### src/rtl/cnna_pkg.sv
// cnna_pkg: shared state encoding and skid sizing for the ibuf stream sequencer
package cnna_pkg;
    localparam logic [1:0] ST_IDLE  = 2'd0;
    localparam logic [1:0] ST_FILL  = 2'd1;
    localparam logic [1:0] ST_DRAIN = 2'd2;
    localparam int SKID_DEPTH = 2;
    typedef enum logic [1:0] {
        S_IDLE  = ST_IDLE,
        S_FILL  = ST_FILL,
        S_DRAIN = ST_DRAIN
    } state_t;
endpackage

### src/rtl/ibuf_skid2.sv
// ibuf_skid2: 2-entry FIFO catching RAM read data so the head holds while downstream stalls
module ibuf_skid2
    import cnna_pkg::*;
#(
    parameter int DSIZE = 32
) (
    input  logic             I_clk,
    input  logic             I_rst,
    input  logic             I_push,
    input  logic [DSIZE-1:0] I_data,
    input  logic             I_pop,
    output logic [DSIZE-1:0] O_head,
    output logic             O_valid,
    output logic [1:0]       O_cnt
);
    localparam logic [1:0] FULL = 2'(SKID_DEPTH);
    logic [DSIZE-1:0] e0, e1;
    logic [1:0] cnt;
    logic pop_ok, push_ok;
    assign pop_ok  = I_pop && cnt != 2'd0;
    assign push_ok = I_push && (cnt != FULL || pop_ok);
    always_ff @(posedge I_clk or posedge I_rst) begin
        if (I_rst) begin
            e0  <= '0;
            e1  <= '0;
            cnt <= '0;
        end else begin
            if (pop_ok && cnt == 2'd2)
                e0 <= e1;
            else if (push_ok && (cnt == 2'd0 || (cnt == 2'd1 && pop_ok)))
                e0 <= I_data;
            if (push_ok && ((cnt == 2'd1 && !pop_ok) || (cnt == 2'd2 && pop_ok)))
                e1 <= I_data;
            cnt <= cnt + 2'(push_ok) - 2'(pop_ok);
        end
    end
    assign O_head  = e0;
    assign O_valid = cnt != 2'd0;
    assign O_cnt   = cnt;
endmodule

### src/rtl/ibuf_stream_seq.sv
// ibuf_stream_seq: fills one single-port ibuf bank from an upstream stream, then drains it in order
// downstream with backpressure, using a 2-entry skid to absorb the 1-cycle RAM read latency.
module ibuf_stream_seq
    import cnna_pkg::*;
#(
    parameter int ASIZE = 10,
    parameter int DSIZE = 32
) (
    input  logic             I_clk,
    input  logic             I_rst,
    input  logic             I_start,
    input  logic [ASIZE:0]   I_len,
    input  logic [DSIZE-1:0] I_wdata,
    input  logic             I_wvalid,
    output logic             O_wready,
    output logic [DSIZE-1:0] O_rdata,
    output logic             O_rvalid,
    input  logic             I_rready,
    output logic [ASIZE-1:0] O_ram_addr,
    output logic [DSIZE-1:0] O_ram_data,
    output logic             O_ram_wr,
    input  logic [DSIZE-1:0] I_ram_q,
    output logic             O_busy,
    output logic             O_done
);
    localparam logic [ASIZE:0] DEPTH = (ASIZE+1)'(2**ASIZE);
    state_t state, state_n;
    logic [ASIZE:0] len, wr_cnt, rd_cnt, pop_cnt, start_len;
    logic inflight, done_q, wbeat, pop, issue, last_wr, last_pop, accept;
    logic [1:0] fifo_cnt;
    logic [2:0] occ;
    assign start_len = (I_len > DEPTH) ? DEPTH : I_len;
    assign accept    = state == S_IDLE && I_start;
    assign wbeat     = state == S_FILL && I_wvalid;
    assign pop       = O_rvalid && I_rready;
    // occupancy the skid will see once in-flight data lands, net of this cycle's pop
    assign occ       = {1'b0, fifo_cnt} + {2'b0, inflight} - {2'b0, pop};
    assign issue     = state == S_DRAIN && rd_cnt < len && occ < 3'd2;
    assign last_wr   = wbeat && wr_cnt == len - 1'b1;
    assign last_pop  = pop && pop_cnt == len - 1'b1;
    always_ff @(posedge I_clk or posedge I_rst) begin
        if (I_rst)
            state <= S_IDLE;
        else
            state <= state_n;
    end
    always_comb begin
        state_n    = state;
        O_wready   = state == S_FILL;
        O_busy     = state != S_IDLE;
        O_ram_wr   = wbeat;
        O_ram_data = wbeat ? I_wdata : '0;
        O_ram_addr = (state == S_FILL) ? wr_cnt[ASIZE-1:0] : issue ? rd_cnt[ASIZE-1:0] : '0;
        if (accept && start_len != '0)
            state_n = S_FILL;
        if (last_wr)
            state_n = S_DRAIN;
        if (last_pop)
            state_n = S_IDLE;
    end
    always_ff @(posedge I_clk or posedge I_rst) begin
        if (I_rst) begin
            len      <= '0;
            wr_cnt   <= '0;
            rd_cnt   <= '0;
            pop_cnt  <= '0;
            inflight <= 1'b0;
            done_q   <= 1'b0;
        end else begin
            inflight <= issue;
            done_q   <= last_pop || (accept && start_len == '0);
            if (accept)
                len <= start_len;
            if (wbeat)
                wr_cnt <= wr_cnt + 1'b1;
            if (issue)
                rd_cnt <= rd_cnt + 1'b1;
            if (pop)
                pop_cnt <= pop_cnt + 1'b1;
            if (last_pop) begin
                wr_cnt  <= '0;
                rd_cnt  <= '0;
                pop_cnt <= '0;
            end
        end
    end
    ibuf_skid2 #(.DSIZE(DSIZE)) u_skid (
        .I_clk  (I_clk),
        .I_rst  (I_rst),
        .I_push (inflight),
        .I_data (I_ram_q),
        .I_pop  (pop),
        .O_head (O_rdata),
        .O_valid(O_rvalid),
        .O_cnt  (fifo_cnt)
    );
    assign O_done = done_q;
endmodule

### config.mk
export PLATFORM = sky130hd
export DESIGN_NAME = ibuf_stream_seq
export DESIGN_NICKNAME = d
export VERILOG_FILES = /design/src/rtl/cnna_pkg.sv /design/src/rtl/ibuf_skid2.sv /design/src/rtl/ibuf_stream_seq.sv
export SDC_FILE = /design/constraint.sdc
export NUM_CORES = 1
export LEC_CHECK = 0
export ABC_AREA = 0
export CAP_MARGIN = 30
export CORE_ASPECT_RATIO = 0.9
export CORE_MARGIN = 2
export CORE_UTILIZATION = 40
export DETAILED_ROUTE_END_ITERATION = 10
export HOLD_SLACK_MARGIN = 0.03
export PLACE_DENSITY = 0.66
export SYNTH_ARGS = -nofsm -noshare
export SYNTH_HDL_FRONTEND = slang
export SYNTH_HIERARCHICAL = 1
export SYNTH_SLANG_ARGS = --single-unit
### constraint.sdc
create_clock -name I_clk -period 8.9 [get_ports I_clk]
set_input_delay 1.335 -clock I_clk [delete_from_list [all_inputs] [get_ports I_clk]]
set_output_delay 1.335 -clock I_clk [all_outputs]
set_load 0.1 [all_outputs]
-- Word level (Yosys, flattened, before mapping)
Cells that the tools add are included.
- flip-flop bits (word level): 114
- bits of input ports: 80
- output and inout bits: 79
- logic and storage cells: 75
- add/sub/neg operators: 8
- order comparisons: 3
- equal/unequal tests: 7
- multiplexer cells: 15
- reduce and logical (&&, ||, !) cells: 32
- operators with widths (kind ; number):
    $mux 32 ; 3
    $mux 11 ; 7
    $add 11x1->11 const B ; 3
    $eq 11x11->1 ; 2
    $mux 10 ; 2
    $logic_and 1x1->1 ; 16
    $reduce_bool 2->1 ; 6
    $gt 11x11->1 const B ; 1
    $logic_not 11->1 ; 1
    $lt 11x11->1 ; 1
    $reduce_bool 11->1 ; 1
    $sub 11x1->11 const B ; 1
    $mux 2 ; 3
    $eq 2x1->1 const B ; 2
    $eq 2x2->1 const B ; 2
    $logic_not 2->1 ; 2
    $logic_or 1x1->1 ; 4
    $add 2x1->3 ; 1
    $lt 3x2->1 const B ; 1
    $reduce_bool 3->1 ; 1
    $sub 3x1->3 ; 1
    $add 2x1->2 ; 1
    $ne 2x2->1 const B ; 1
    $sub 2x1->2 ; 1
    $logic_not 1->1 ; 1

-- Longest topological paths before layout
- depth after elaboration: 8
- depth in mapped cells: 12

-- Modules after synthesis
Netlist, hierarchy kept.
- modules (own cells, without submodules) (module ; instances ; cells each ; area each (µm²) ; sequential area each (µm²)):
    ibuf_stream_seq ; 1 ; 402 ; 3673.5 ; 1201.2
    ibuf_skid2 ; 1 ; 193 ; 3037.9 ; 1651.6

-- Least setup slack after synthesis
OpenSTA, ideal clock, no wires.
- path type: input-to-output
- start point: input I_rready
- end point: output O_ram_addr[0]
- arrival time: 4.462 ns
- setup slack: 3.103 ns
- stages on the path: 11
- path buffers: 1
- cell sequence: nand2_1 -> inv_1 -> ha_1 -> nor2b_1 -> fa_1 -> nor4b_1 -> nand2_1 -> a21oi_1 -> o21a_1 -> buf_1 -> a22o_1
- word-level cells in the longest chain between the ends: 6
- RTL lines (element ; RTL line ; text):
    start, declared ; ibuf_stream_seq.sv:18 ; input logic I_rready,
    $logic_and 1x1->1 ; ibuf_stream_seq.sv:35 ; assign pop = O_rvalid && I_rready;
    named net pop ; ibuf_stream_seq.sv:29 ; logic inflight, done_q, wbeat, pop, issue, last_wr, last_pop, accept;
    $sub 3x1->3 ; ibuf_stream_seq.sv:37 ; assign occ = {1'b0, fifo_cnt} + {2'b0, inflight} - {2'b0, pop};
    $lt 3x2->1 ; ibuf_stream_seq.sv:38 ; assign issue = state == S_DRAIN && rd_cnt < len && occ < 3'd2;
    $logic_and 1x1->1 ; ibuf_stream_seq.sv:38 ;
    named net issue ; ibuf_stream_seq.sv:29 ;
    $mux 10 (2 in a row) ; ibuf_stream_seq.sv:53 ; O_ram_addr = (state == S_FILL) ? wr_cnt[ASIZE-1:0] : issue ? rd_cnt[ASIZE-1:0] : '0;
    end, declared ; ibuf_stream_seq.sv:19 ; output logic [ASIZE-1:0] O_ram_addr,
The timed path passes the listed nets, and every way through them passes these cells.

-- Worst setup path after layout
- start point: input I_rready
- end point: output O_ram_addr[9]
- word-level cells in the longest chain between the ends: 6
- RTL lines (element ; RTL line):
    $logic_and 1x1->1 ; ibuf_stream_seq.sv:35
    named net pop ; ibuf_stream_seq.sv:29
    $sub 3x1->3 ; ibuf_stream_seq.sv:37
    $lt 3x2->1 ; ibuf_stream_seq.sv:38
    $logic_and 1x1->1 ; ibuf_stream_seq.sv:38
    $mux 10 (2 in a row) ; ibuf_stream_seq.sv:53
The timed path passes the listed nets, and every way through them passes these cells.

==> out/qor.yml <==
status:
  status: "finished clean"
worst_setup_path:
  start_kind: "primary input"
  path_class: "in2out"
  r2r_end: "rd_cnt[1]"
  arrival_ns: 5.76
  critPathSlowestCell: "clkdlybuf4s50_1"
  required_ns: 7.57
  max_stage_delay_ns: 1.14
  crit_buf_inv: 3
  endpoint_kind: "output port"
  cp_cell_sequence: "clkdlybuf4s50_1 > nand2_1 > inv_1 > ha_1 > nor2b_1 > fa_1 > nor4b_1 > nand2_1 > a21oi_1 > o21a_1 > a22o_1 > clkdlybuf4s50_1"
  r2r_setup_slack_ns: 5.03
  r2r_start: "u_skid/O_cnt[1]"
  cp_max_fo: 13
  reg2reg_depth: 12
  crit_family: "buffers and inverters"
global_routing:
  antenna_found_initial: 0
  grt_max_degree: 67
  gr-total-overflow: 0
  grt_pass1_vias: 5158
  grt_pass1_wl_um: 27200
  grt_util_all_layers_pct: 19.0
power:
  fin_total_pwr_uw: 2770
  swShare_pct: 47.6
  power_frac_clock_pct: 25.6
  peakVddDrop_uv: 178
  p_per_area_nw_per_um2: 306
  p_int_uw: 1450
  power_frac_comb_pct: 47.7
  p_sw_uw: 1320
  power_frac_seq_pct: 26.7
  p_leak_uw: 0.00399
min_path:
  holdPathStages: 1
  hp-start: "u_skid/e1[14]"
  worstHoldEndpoint: "u_skid/e1[14]"
  hp-class: "reg2reg"
sta:
  slew_violations: 0
  maxSlewHeadroom_pct: 33.2
  setup_ws_ns: 1.81
  worst_pin_slew_ns: 0.999
  period_minus_slack_ns: 7.09
  fmax_mhz: 141
  grt_setup_unrepaired: "no"
  fin_worst_skew_ns: 0.00657
  fin_crit_sh_pct: 79.7
  holdWs_ns: 0.508
  tns_ns: 0
  setup_viol: 0
  hold_viol_final: 0
drt:
  viasPerCell: 5.18
  vias: 5013
  wire_per_inst_um: 16.9
  ant_nets: 0
  first_pass_iters: 4
  drt_iter0_markers: 195
  drc_errors: 0
  routed_wl_um: 16400
clock_network:
  postCtsResizedCells: 0
  post-cts-setup-buffer-count: 0
  clk_pin_slew_ns: 0.06
  cts_buffers: 17
  cts_sinks: 114
  cts_root_buffer: "clkbuf_16"
  cts-hold-fix-buffers: 0
  cts_max_level: 4
  cts.path.max_buffers: 2
  clk_latency_ns: 0.42
  cts_tree: "done"
floorplanning:
  num_rows: 44
  start_util_pct: 41.2
  die_x_um: 141
  die_h_um: 127
  core_area_um2: 16300
  ioPinCount: 159
  die-area_um2: 17800
place:
  placedCellCount: 935
  place_congestion: 0.831
  port_buffers: 158
  dp_hpwl_um: 11700
  pre_cts_slack_ns: 1.80
synthesis:
  syn_area_um2: 6710
  async_flop_share_pct: 100
  synth.net_count: 693
  synth_edf_count: 0
  synthCells: 595
  avgSynthCellArea_um2: 11.3
  synth.distinct_cells: 65
  yosysSeqAreaShare_pct: 42.5
  ys_ff_latch: 114
  synth_flop_cell: "dfrtp_1"
  yosysWarnings: 6
finish:
  drive_above_1_share_pct: 23.7
  multi_input_area_um2: 3590
  antenna_cells: 0
  finalNetCount: 846
  fillers: 1364
  instances_no_fill: 968
  area.sequential_um2: 2850
  syn2layout_area_growth_pct: 34.9
job:
  drv_cap: 0
## cell families after synthesis
kind of cell	share of synthesized area, %
AOI/OAI and AO/OA	7.77
xor gates and xnor gates	7.36
adders and majority gates	3.47
buffers and inverters	4.12
DFF	42.5
muxes	17.7
and+or+nand+nor	17.0
## through the flow
stage	instance area (um2)	util, %
4_1_cts	9030	55.4
2_1_floorplan	6710	-
3_5_place_dp	8420	51.6
6_report	9050	55.6
3_3_place_gp	8400	51.5
5_1_grt	9050	55.6
## area by class of cell
cell class | count | share of cell area, %
inverter | 21 | 0.871
sequential | 114 | 31.5
clock buffer | 17 | 4.70
timing repair buffer | 165 | 18.4
clock inverter | 15 | 2.06
tap | 207 | 2.86
multi-input combinational | 429 | 39.6
## power by group through the flow
stage	Combinational, uW	Clock [uW]	Sequential (uW)
detailed placement	1310	0	747
CTS	1320	727	739
global placement	1300	0	747
finish	1320	710	740
floorplan	875	0	884
global route	1410	753	754
## worst register-to-register path, stage by stage (launching register included)
cell and delay (ns):
dfrtp_1 0.48, or2_2 0.37, nand2_1 0.11, inv_1 0.17, ha_1 0.34, nor2b_1 0.14, fa_1 0.42, nor4b_1 0.25
nand2_1 0.10, a21oi_1 0.50, o21a_1 0.55, mux2i_1 0.28, nor2_2 0.04
## layer usage
layer  track usage (%)  vias up  part of all wire, %
met5                 0        -                    0
met4              5.35        0                  1.1
met3              6.00       16                  6.8
met2              30.6      158                   46
met1              25.0     2444                   46
li1                  -     2395                    -
## sequential cells by signal (all words and copies together), names as in the netlist
| name | cells |
|---|---|
| O_done | 1 |
| inflight | 1 |
| len | 11 |
| pop_cnt | 11 |
| rd_cnt | 11 |
| state | 2 |
| u_skid/O_cnt | 2 |
| u_skid/O_head | 32 |
| u_skid/e1 | 32 |
| wr_cnt | 11 |
## cell usage after synthesis, drive strengths merged, types with 3 or more instances
cell type    n  share of area [%]
and2        38                3.5
ha          17                3.2
nor2b        4               0.37
nor2        42                3.5
nor3         7               0.93
mux2        93                 17
dfrtp      114                 43
a21oi        9               0.73
nand3       15                1.1
o2111ai      5               0.65
xnor2       20                2.7
or2          3               0.28
o211ai       5               0.63
nand4        6               0.56
mux2i        3               0.45
nand3b       3               0.39
xor2        33                4.3
o21ai       19                1.4
clkbuf      10               0.56
buf         21                2.4
and4         4               0.52
nand2       32                1.8
a31oi        5               0.47
inv         21                1.2
nor4         7                1.2
a22o        14                1.8
nand2b      11                1.0
and3         7               0.65
## worst max-delay path by stage
stage	from	to	depth (start not counted)
CTS	I_rready	O_ram_addr[9]	12
global route	I_rready	O_ram_addr[0]	12
floorplan	I_rready	O_ram_addr[0]	11
global placement	I_rready	O_ram_addr[9]	12
detailed placement	I_rready	O_ram_addr[9]	12
finish	I_rready	O_ram_addr[9]	12
## layout by cell type, fill, tap and decap left out, drive strengths merged, types with 2 or more instances in the layout
master	synthesis	layout
clkdlybuf4s50	0	158
and2	38	38
o2111ai	5	5
nor2	42	42
mux2i	3	3
and3	7	7
nand4	6	6
dfrtp	114	114
a31oi	5	5
o311ai	2	2
nand3b	3	3
o21ai	19	19
a211o	2	2
nand3	15	15
inv	21	31
ha	17	17
bufinv	0	2
nor2b	4	4
a22o	14	14
xor2	33	33
clkinv	0	3
nor3	7	7
clkbuf	10	17
nor3b	2	2
o211ai	5	5
nor4b	2	2
xnor2	20	20
a21oi	9	9
nand2	32	32
buf	21	7
mux2	93	93
or2	3	3
and4	4	4
nor4	7	7
nand2b	11	11
Power figures use the tool's default switching activity.
